[config.mk]
export PLATFORM = sky130hd
export DESIGN_NAME = cpri_tx_gen
export DESIGN_NICKNAME = d
export VERILOG_FILES = /design/src/rtl/cpri_pkg.sv /design/src/rtl/cpri_tx_gen.sv
export SDC_FILE = /design/constraint.sdc
export NUM_CORES = 1
export LEC_CHECK = 0
export BUFFER_PORTS_ARGS = -buffer_cell sky130_fd_sc_hd__buf_4
export CAP_MARGIN = 20
export CELL_PAD_IN_SITES_DETAIL_PLACEMENT = 0
export CELL_PAD_IN_SITES_GLOBAL_PLACEMENT = 1
export CORE_MARGIN = 2
export CORE_UTILIZATION = 40
export DETAILED_ROUTE_END_ITERATION = 7
export PLACE_DENSITY_LB_ADDON = 0.2
export SETUP_SLACK_MARGIN = 0.3
export SYNTH_ARGS = -nofsm -noshare
export SYNTH_HDL_FRONTEND = slang
export SYNTH_SLANG_ARGS = --single-unit
[constraint.sdc]
create_clock -name clk -period 7.34 [get_ports clk]
set_clock_uncertainty 0.15 [all_clocks]
set_input_delay 1.468 -clock clk [delete_from_list [all_inputs] [get_ports clk]]
set_output_delay 1.468 -clock clk [all_outputs]
set_load 0.02 [all_outputs]
[src/rtl/cpri_pkg.sv]
// CPRI framing constants, FSM state type and header helper
// shared by the transmit and receive sides of the CPRI chunk path.
package cpri_pkg;

    localparam int CPRI_HDR_WORDS     = 3;
    localparam int CPRI_PAYLOAD_WORDS = 96;
    localparam int CPRI_LAST_ADDR     = 98;

    localparam logic [15:0] CPRI_SYNC = 16'hBCBC;

    typedef enum logic [1:0] {
        ST_IDLE,
        ST_HDR,
        ST_PAYLOAD
    } cpri_state_e;

    // Header word 0: sync, reserved, sequence number, payload length.
    function automatic logic [63:0] cpri_hdr0(input logic [15:0] seq);
        return {CPRI_SYNC, 16'h0000, seq, 16'(CPRI_PAYLOAD_WORDS)};
    endfunction

endpackage

[src/rtl/cpri_tx_gen.sv]
// CPRI chunk generator: frames 96 upstream IQ words behind a
// 3-word header and writes the 99-word chunk into the CPRI buffer.
//
// Ports:
//   clk, rst          clock, async active-high reset
//   i_tx_enable       permits a new chunk to start
//   i_iq_*/o_iq_*     upstream IQ stream (valid/ready, data, last)
//   i_hdr_info        header word 1, captured at chunk start
//   i_cpri_tready     downstream buffer has room for a word
//   o_cpri_w*         registered buffer write port (en/addr/data/last)
//   o_seq_num         chunk sequence number
//   o_len_err         one-cycle pulse on upstream tlast mismatch
module cpri_tx_gen
    import cpri_pkg::*;
#(
    parameter int DATA_WIDTH = 64,
    parameter int ADDR_WIDTH = 7
) (
    input  logic                  clk,
    input  logic                  rst,
    input  logic                  i_tx_enable,
    input  logic                  i_iq_tvalid,
    output logic                  o_iq_tready,
    input  logic [DATA_WIDTH-1:0] i_iq_tdata,
    input  logic                  i_iq_tlast,
    input  logic [63:0]           i_hdr_info,
    input  logic                  i_cpri_tready,
    output logic                  o_cpri_wen,
    output logic [ADDR_WIDTH-1:0] o_cpri_waddr,
    output logic [DATA_WIDTH-1:0] o_cpri_wdata,
    output logic                  o_cpri_wlast,
    output logic [15:0]           o_seq_num,
    output logic                  o_len_err
);

    localparam logic [6:0] PAY_LAST = 7'(CPRI_PAYLOAD_WORDS - 1);
    localparam logic [1:0] HDR_LAST = 2'(CPRI_HDR_WORDS - 1);

    cpri_state_e state_q, state_d;

    logic [1:0]  hdr_idx_q, hdr_idx_d;
    logic [6:0]  pay_idx_q, pay_idx_d;
    logic [15:0] seq_q, seq_d;
    logic [63:0] hdr_info_q;
    logic        hdr_latch;

    logic                  wen_d;
    logic [ADDR_WIDTH-1:0] waddr_d;
    logic [DATA_WIDTH-1:0] wdata_d;
    logic                  wlast_d;
    logic                  len_err_d;

    logic        start;
    logic        accept;
    logic        last_pay;
    logic [1:0]  hdr_sel;
    logic [63:0] hdr_word;

    assign start    = i_tx_enable && i_iq_tvalid;
    assign o_iq_tready = (state_q == ST_PAYLOAD) && i_cpri_tready;
    assign accept   = o_iq_tready && i_iq_tvalid;
    assign last_pay = (pay_idx_q == PAY_LAST);
    assign o_seq_num = seq_q;

    // In IDLE the only header word that can go out is word 0.
    assign hdr_sel = (state_q == ST_IDLE) ? 2'd0 : hdr_idx_q;

    always_comb begin
        hdr_word = 64'h0;
        unique case (hdr_sel)
            2'd0:    hdr_word = cpri_hdr0(seq_q);
            2'd1:    hdr_word = hdr_info_q;
            default: hdr_word = 64'h0;
        endcase
    end

    always_comb begin
        state_d   = state_q;
        hdr_idx_d = hdr_idx_q;
        pay_idx_d = pay_idx_q;
        seq_d     = seq_q;
        hdr_latch = 1'b0;
        wen_d     = 1'b0;
        waddr_d   = o_cpri_waddr;
        wdata_d   = o_cpri_wdata;
        wlast_d   = 1'b0;
        len_err_d = 1'b0;

        unique case (state_q)
            ST_IDLE: begin
                if (start) begin
                    state_d   = ST_HDR;
                    hdr_latch = 1'b1;
                    pay_idx_d = 7'd0;
                    hdr_idx_d = 2'd0;
                    // Word 0 goes out on the start edge so that a
                    // following chunk lands right after wlast.
                    if (i_cpri_tready) begin
                        wen_d     = 1'b1;
                        waddr_d   = '0;
                        wdata_d   = DATA_WIDTH'(hdr_word);
                        hdr_idx_d = 2'd1;
                    end
                end
            end

            ST_HDR: begin
                if (i_cpri_tready) begin
                    wen_d   = 1'b1;
                    waddr_d = ADDR_WIDTH'(hdr_idx_q);
                    wdata_d = DATA_WIDTH'(hdr_word);
                    if (hdr_idx_q == HDR_LAST) begin
                        state_d = ST_PAYLOAD;
                    end else begin
                        hdr_idx_d = hdr_idx_q + 2'd1;
                    end
                end
            end

            ST_PAYLOAD: begin
                if (accept) begin
                    wen_d   = 1'b1;
                    waddr_d = ADDR_WIDTH'(CPRI_HDR_WORDS)
                            + ADDR_WIDTH'(pay_idx_q);
                    wdata_d = i_iq_tdata;
                    wlast_d = last_pay;
                    // tlast is advisory: framing is fixed-length.
                    len_err_d = last_pay ? !i_iq_tlast : i_iq_tlast;
                    if (last_pay) begin
                        state_d = ST_IDLE;
                        seq_d   = seq_q + 16'd1;
                    end else begin
                        pay_idx_d = pay_idx_q + 7'd1;
                    end
                end
            end

            default: state_d = ST_IDLE;
        endcase
    end

    always_ff @(posedge clk or posedge rst) begin
        if (rst) begin
            state_q    <= ST_IDLE;
            hdr_idx_q  <= 2'd0;
            pay_idx_q  <= 7'd0;
            seq_q      <= 16'd0;
            hdr_info_q <= 64'h0;
        end else begin
            state_q   <= state_d;
            hdr_idx_q <= hdr_idx_d;
            pay_idx_q <= pay_idx_d;
            seq_q     <= seq_d;
            if (hdr_latch) begin
                hdr_info_q <= i_hdr_info;
            end
        end
    end

    always_ff @(posedge clk or posedge rst) begin
        if (rst) begin
            o_cpri_wen   <= 1'b0;
            o_cpri_waddr <= '0;
            o_cpri_wdata <= '0;
            o_cpri_wlast <= 1'b0;
            o_len_err    <= 1'b0;
        end else begin
            o_cpri_wen   <= wen_d;
            o_cpri_waddr <= waddr_d;
            o_cpri_wdata <= wdata_d;
            o_cpri_wlast <= wlast_d;
            o_len_err    <= len_err_d;
        end
    end

endmodule

==> results.cfg, run 1 <==
[clock_network]
cts_buffers = 17
cts_setup_buffers = 0
cts.hold.buffers_added = 0
worstSkewPairLatency_ps = 420
clk_pin_slew_ps = 70
clock_path_buffers = 2
root_buffer = clkbuf_16
cts_num_sinks = 165
cts_repair_resize_count = 0
htree_levels = 4
cts_tree = built

[place]
place_inst = 1127
io_buffers = 224
dp_hpwl_um = 14500
gp_congestion = 0.793
placed_area_mm2 = 0.00938

[sta]
drv_slew = 0
tns_ps = 0
setup_violations = 0
slew_headroom = 0.324
fin_crit_sh = 0.490
fmax_mhz = 278
worstMarginPinSlew_ps = 1010
min_period_ps = 3600
grt_setup_unrepaired = no
hold_violations = 0

[pwr]
comb_power_share = 0.430
powerDensity_mw_per_mm2 = 426
power.total_mw = 4.25
swShare = 0.399
ir_drop_mv = 0.212
switchingPower_mw = 1.70
pwr-share-seq = 0.358
internal-power_mw = 2.55
p_clk_frac = 0.212
p_leak_nw = 4.53

[cells_and_area]
drive_gt1_frac = 0.381
area_growth_pct = 31.9
finalInstanceArea_mm2 = 0.00997
fin_nets = 1055
layout_commonest_cell = buf_4
fillers = 1703
n_antenna_cell = 0
most-common-layout-cells = 232 x buf_4, 165 x dfrtp_1, 85 x nand2_1
fin_cells = 1159

[routing]
avgRoutedWirePerCell_um = 18.2
wl_met1_um = 9340
drt-total-wl_um = 21100
viasPerCell = 5.37
top_layer_used = met4
ant_nets = 0
first_pass_iters = 4
drtIter0Drc = 373
drc_errors = 0
route.met2.wl_um = 10100
route.met3.wl_um = 1340
num_vias = 6222

[logic_synthesis]
synth_top_area_frac = 0.546
yosysTopAreaCell = dfrtp_1
netlist_area_mm2 = 0.00756
syn_area_per_cell_um2 = 10.6
synth_nets = 856
ys_seq_area_frac = 0.546
synthArstFlopShare = 1.00
synth_seq_cells = 165
yosysUniqueCellTypes = 56
synthTopCellsByArea = dfrtp_1 55%, mux2_2 10%, nand2_1 4.2%, o21ai_0 3.6%, a31oi_1 3.0%
synth_ff_type = dfrtp_1
synth-edff-count = 0
ys.warnings.count = 0
postSynthCellCount = 713

[floorplan]
die_h_um = 141
num_rows = 50
dieArea_mm2 = 0.0200
start_util = 0.406
core_mm2 = 0.0186
io_pins = 225
die_w_um = 141

[worst_setup_path]
worstSetupPathType = in -> out
worstPathArrival_ps = 1980
slowest_delay_ps = 190
crit_fanout = 12
worst_path_most_repeated_cell = buf_4
startpoint_type = primary input
crit_required_ps = 5720
crit_path_cell_trace = buf_4 > and2_1 > buf_4
crit_path_top_delay_cell = and2_1
cp-end-kind = output port

[global_route]
grt_max_degree = 96
grt_pass1_vias = 6405
grtUsageTotal = 0.213
overflow = 0
antenna_found_initial = 0
grt_pass1_wl_um = 33600

[status]
outcome = complete, no violations

[min_path]
hold_path.class = reg -> reg

[flow_run]
max_cap_viol_count = 0
[cells in the mapped netlist, types with 5 or more instances]
library cell and instances:
dfrtp_1 165, nand2_1 85, mux2_2 67, o21ai_0 54, nor2_1 46, nand3_1 43
a31oi_1 36, buf_2 27, clkbuf_1 24, inv_1 20, a21oi_1 17, a221oi_1 16
xnor2_1 16, o22ai_1 12, ha_1 9, and3_1 8, nand4_1 6, xor2_1 5
[stage by stage]
stage / setup WS [ps] / hold WS, ps / util
floorplan: 1260 / 330 / -
global placement: 3760 / 318 / 0.503
detailed placement: 3760 / 324 / 0.503
CTS: 3760 / 339 / 0.535
global route: 3740 / 372 / 0.535
finish: 3740 / 335 / 0.535
[path summary, 6_finish.rpt]
kind                                  start                to  slack (ps)  cells after the start
setup / recovery              i_cpri_tready       o_iq_tready        3740                      3
hold / removal             o_cpri_wdata[50]  o_cpri_wdata[50]         340                      2
setup reg to reg                 state_q[0]      pay_idx_q[0]        4240                      7
hold reg to reg            o_cpri_wdata[50]  o_cpri_wdata[50]         340                      2
max in group asynchronous               rst  o_cpri_wdata[10]        4460                      3
min in group asynchronous               rst  o_cpri_wdata[62]        1040                      2
[cell type report]
| cell class | instances | area, um^2 | share of cell area |
|---|---|---|---|
| Inverter | 21 | 83.8 | 0.00840 |
| Clock buffer | 18 | 439 | 0.0440 |
| Timing Repair Buffer | 232 | 1740 | 0.175 |
| Sequential cell | 165 | 4130 | 0.414 |
| Clock inverter | 14 | 160 | 0.0161 |
| Tap cell | 234 | 293 | 0.0294 |
| Multi-Input combinational cell | 475 | 3130 | 0.314 |
[sequential cells by signal, summed over array words and instances, names as in the netlist]
register and count:
hdr_idx_q 2, hdr_info_q 64, o_cpri_waddr 7, o_cpri_wdata 64, o_cpri_wen 1, o_cpri_wlast 1
o_len_err 1, o_seq_num 16, pay_idx_q 7, state_q 2
[worst max-delay path, delay by kind of cell]
kind	cells	cell delay (ps)
buffers and inverters	2	320
and+or+nand+nor	1	190
[power groups by stage]
stage / registers (mW) / logic, mW / clock network [mW]
floorplan: 1.67 / 1.06 / 0
detailed placement: 1.54 / 1.84 / 0
finish: 1.52 / 1.83 / 0.902
global placement: 1.52 / 1.79 / 0
global route: 1.57 / 2.01 / 0.961
CTS: 1.52 / 1.84 / 0.923
[layer usage]
layer | up-vias | global-route usage
met2 | 207 | 0.339
met1 | 3056 | 0.286
met4 | 0 | 0.0653
met3 | 24 | 0.0557
met5 | - | 0
li1 | 2935 | -
[cell families (layout without fill, tap and decap cells)]
group	count (synthesis)	count (layout)	synth area share
AO/OA/AOI/OAI	163	163	0.135
XOR/XNOR	21	21	0.0243
adder cells (fa/ha/maj)	9	9	0.0149
buffers and inverters	73	285	0.0417
flip-flops	165	165	0.546
multiplexers	70	70	0.104
AND/OR/NAND/NOR	212	212	0.134
Power figures use the tool's default switching activity.
==> inputs of run 2 (changes only) <==
- CORE_UTILIZATION: 40 -> 36
- clock period: 7.34 -> 3.2 ns (I/O delays scaled with it)
==> run 2 against run 1 <==
  * Register-to-register slack worse by 3600 ps
  * Combinational power is 130% higher
  * Via count is 2.3% lower
  * Utilization is 4.6 points lower
  * Cell count is 4.4% higher
==> results.cfg, run 2 (synthesis results as in run 1) <==
[status]
outcome = complete, no violations

[cells_and_area]
most-common-layout-cells = 238 x buf_4, 165 x dfrtp_1, 85 x nand2_1
fin_nets = 1065
multi_input_area_mm2 = 0.00313
finalInstanceArea_mm2 = 0.0102
ff_latch_area_mm2 = 0.00413
n_antenna_cell = 0
fin_util = 0.489
layout_commonest_cell = buf_4
fillers = 2021
drive_gt1_frac = 0.387
area_growth_pct = 34.6

[floorplan]
die_h_um = 149
num_rows = 53
dieArea_mm2 = 0.0222
die_w_um = 149
start_util = 0.363
core_mm2 = 0.0208
io_pins = 225

[global_route]
grt_pass1_wl_um = 33800
grt_use_met3 = 0.0511
busiest_layer = met2
grt_max_degree = 50
use_met2 = 0.318
antenna_found_initial = 0
grtUsageTotal = 0.196
grt_pass1_vias = 6137
overflow = 0
grtUsageMet1 = 0.262

[place]
placed_area_mm2 = 0.00955
gp_congestion = 0.801
io_buffers = 224
dp_hpwl_um = 15100

[clock_network]
clk_pin_slew_ps = 70
cts_buffers = 17
cts_setup_buffers = 0
worstSkewPairLatency_ps = 420
htree_levels = 4
cts_tree = built
cts_repair_resize_count = 0
cts.hold.buffers_added = 0
cts_num_sinks = 165
root_buffer = clkbuf_16
clock_path_buffers = 2

[sta]
slew_headroom = 0.426
drv_slew = 0
fmax_mhz = 395
tns_ps = 0
worstMarginPinSlew_ps = 861
min_period_ps = 2530
grt_setup_unrepaired = no
setup_violations = 0
fin_crit_sh = 0.790
hold_violations = 0

[min_path]
hold_path.class = in -> async

[worst_setup_path]
crit_fanout = 13
cp-end-kind = register
crit_path_top_delay_cell = ha_1
worstPathArrival_ps = 2680
rr_worst_depth = 6
slowest_delay_ps = 460
reg2reg_to = pay_idx_q[0]
crit_path_cell_trace = inv_1 > ha_1 > or2_2 > o31a_1 > nand2_2 > mux2_1
crit_required_ps = 3350
r2r-start = state_q[1]
r2r_slack_ps = 670
worstSetupPathType = reg -> reg
startpoint_type = register

[routing]
drt-total-wl_um = 21500
drc_errors = 0
ant_nets = 0
num_vias = 6078
first_pass_iters = 8
avgRoutedWirePerCell_um = 17.7
viasPerCell = 5.02
drtIter0Drc = 199

[flow_run]
max_cap_viol_count = 0

[pwr]
ir_drop_mv = 0.386
powerDensity_mw_per_mm2 = 973
p_leak_nw = 4.61
[run 2: worst max-delay path, delay by kind of cell, from the launching register on]
family / cells / cell delay (ps)
buf+inv: 1 / 130
simple gates: 2 / 500
compound gates: 1 / 400
flops: 1 / 430
mux: 1 / 330
fa+ha+maj: 1 / 460
[run 2: worst max path at each step]
stage	from	end	slack, ps	depth (start not counted)
after CTS	state_q[0]	o_cpri_wdata[57]	690	7
after global routing	state_q[0]	o_cpri_waddr[5]	480	6
after global placement	state_q[0]	o_cpri_wdata[57]	770	7
after detailed placement	state_q[0]	o_cpri_wdata[57]	690	7
after floorplan	rst	hdr_idx_q[0]	310	1
final	state_q[1]	pay_idx_q[0]	670	6
[run 2: area by class of cell]
type | count | share of cell area
Sequential cell | 165 | 0.406
Multi-Input combinational cell | 475 | 0.307
Timing Repair Buffer | 242 | 0.183
Clock buffer | 18 | 0.0432
Tap cell | 275 | 0.0338
Clock inverter | 14 | 0.0182
Inverter | 21 | 0.00812
[run 2: through the flow]
step | cells | power, mW | setup WS (ps) | hold slack [ps]
after floorplan | 713 | 6.27 | 311 | 330
after global placement | 1178 | 7.74 | 767 | 315
after detailed placement | 1178 | 7.82 | 694 | 322
after CTS | 1210 | 10.0 | 686 | 211
after global routing | 1210 | 10.6 | 475 | 233
final | 1210 | 9.90 | 670 | 199
[run 2: per-layer routing]
layer	share of wire	vias up
li1	-	2954
met1	0.45	2933
met2	0.48	174
met3	0.065	17
met4	0.012	0
met5	0	-
[run 2: report_power, final]
group	internal, mW	switching (mW)	total [mW]
sequential	2.95	0.517	3.47
combinational	1.83	2.41	4.24
clock	1.27	0.913	2.19
total	6.05	3.84	9.90
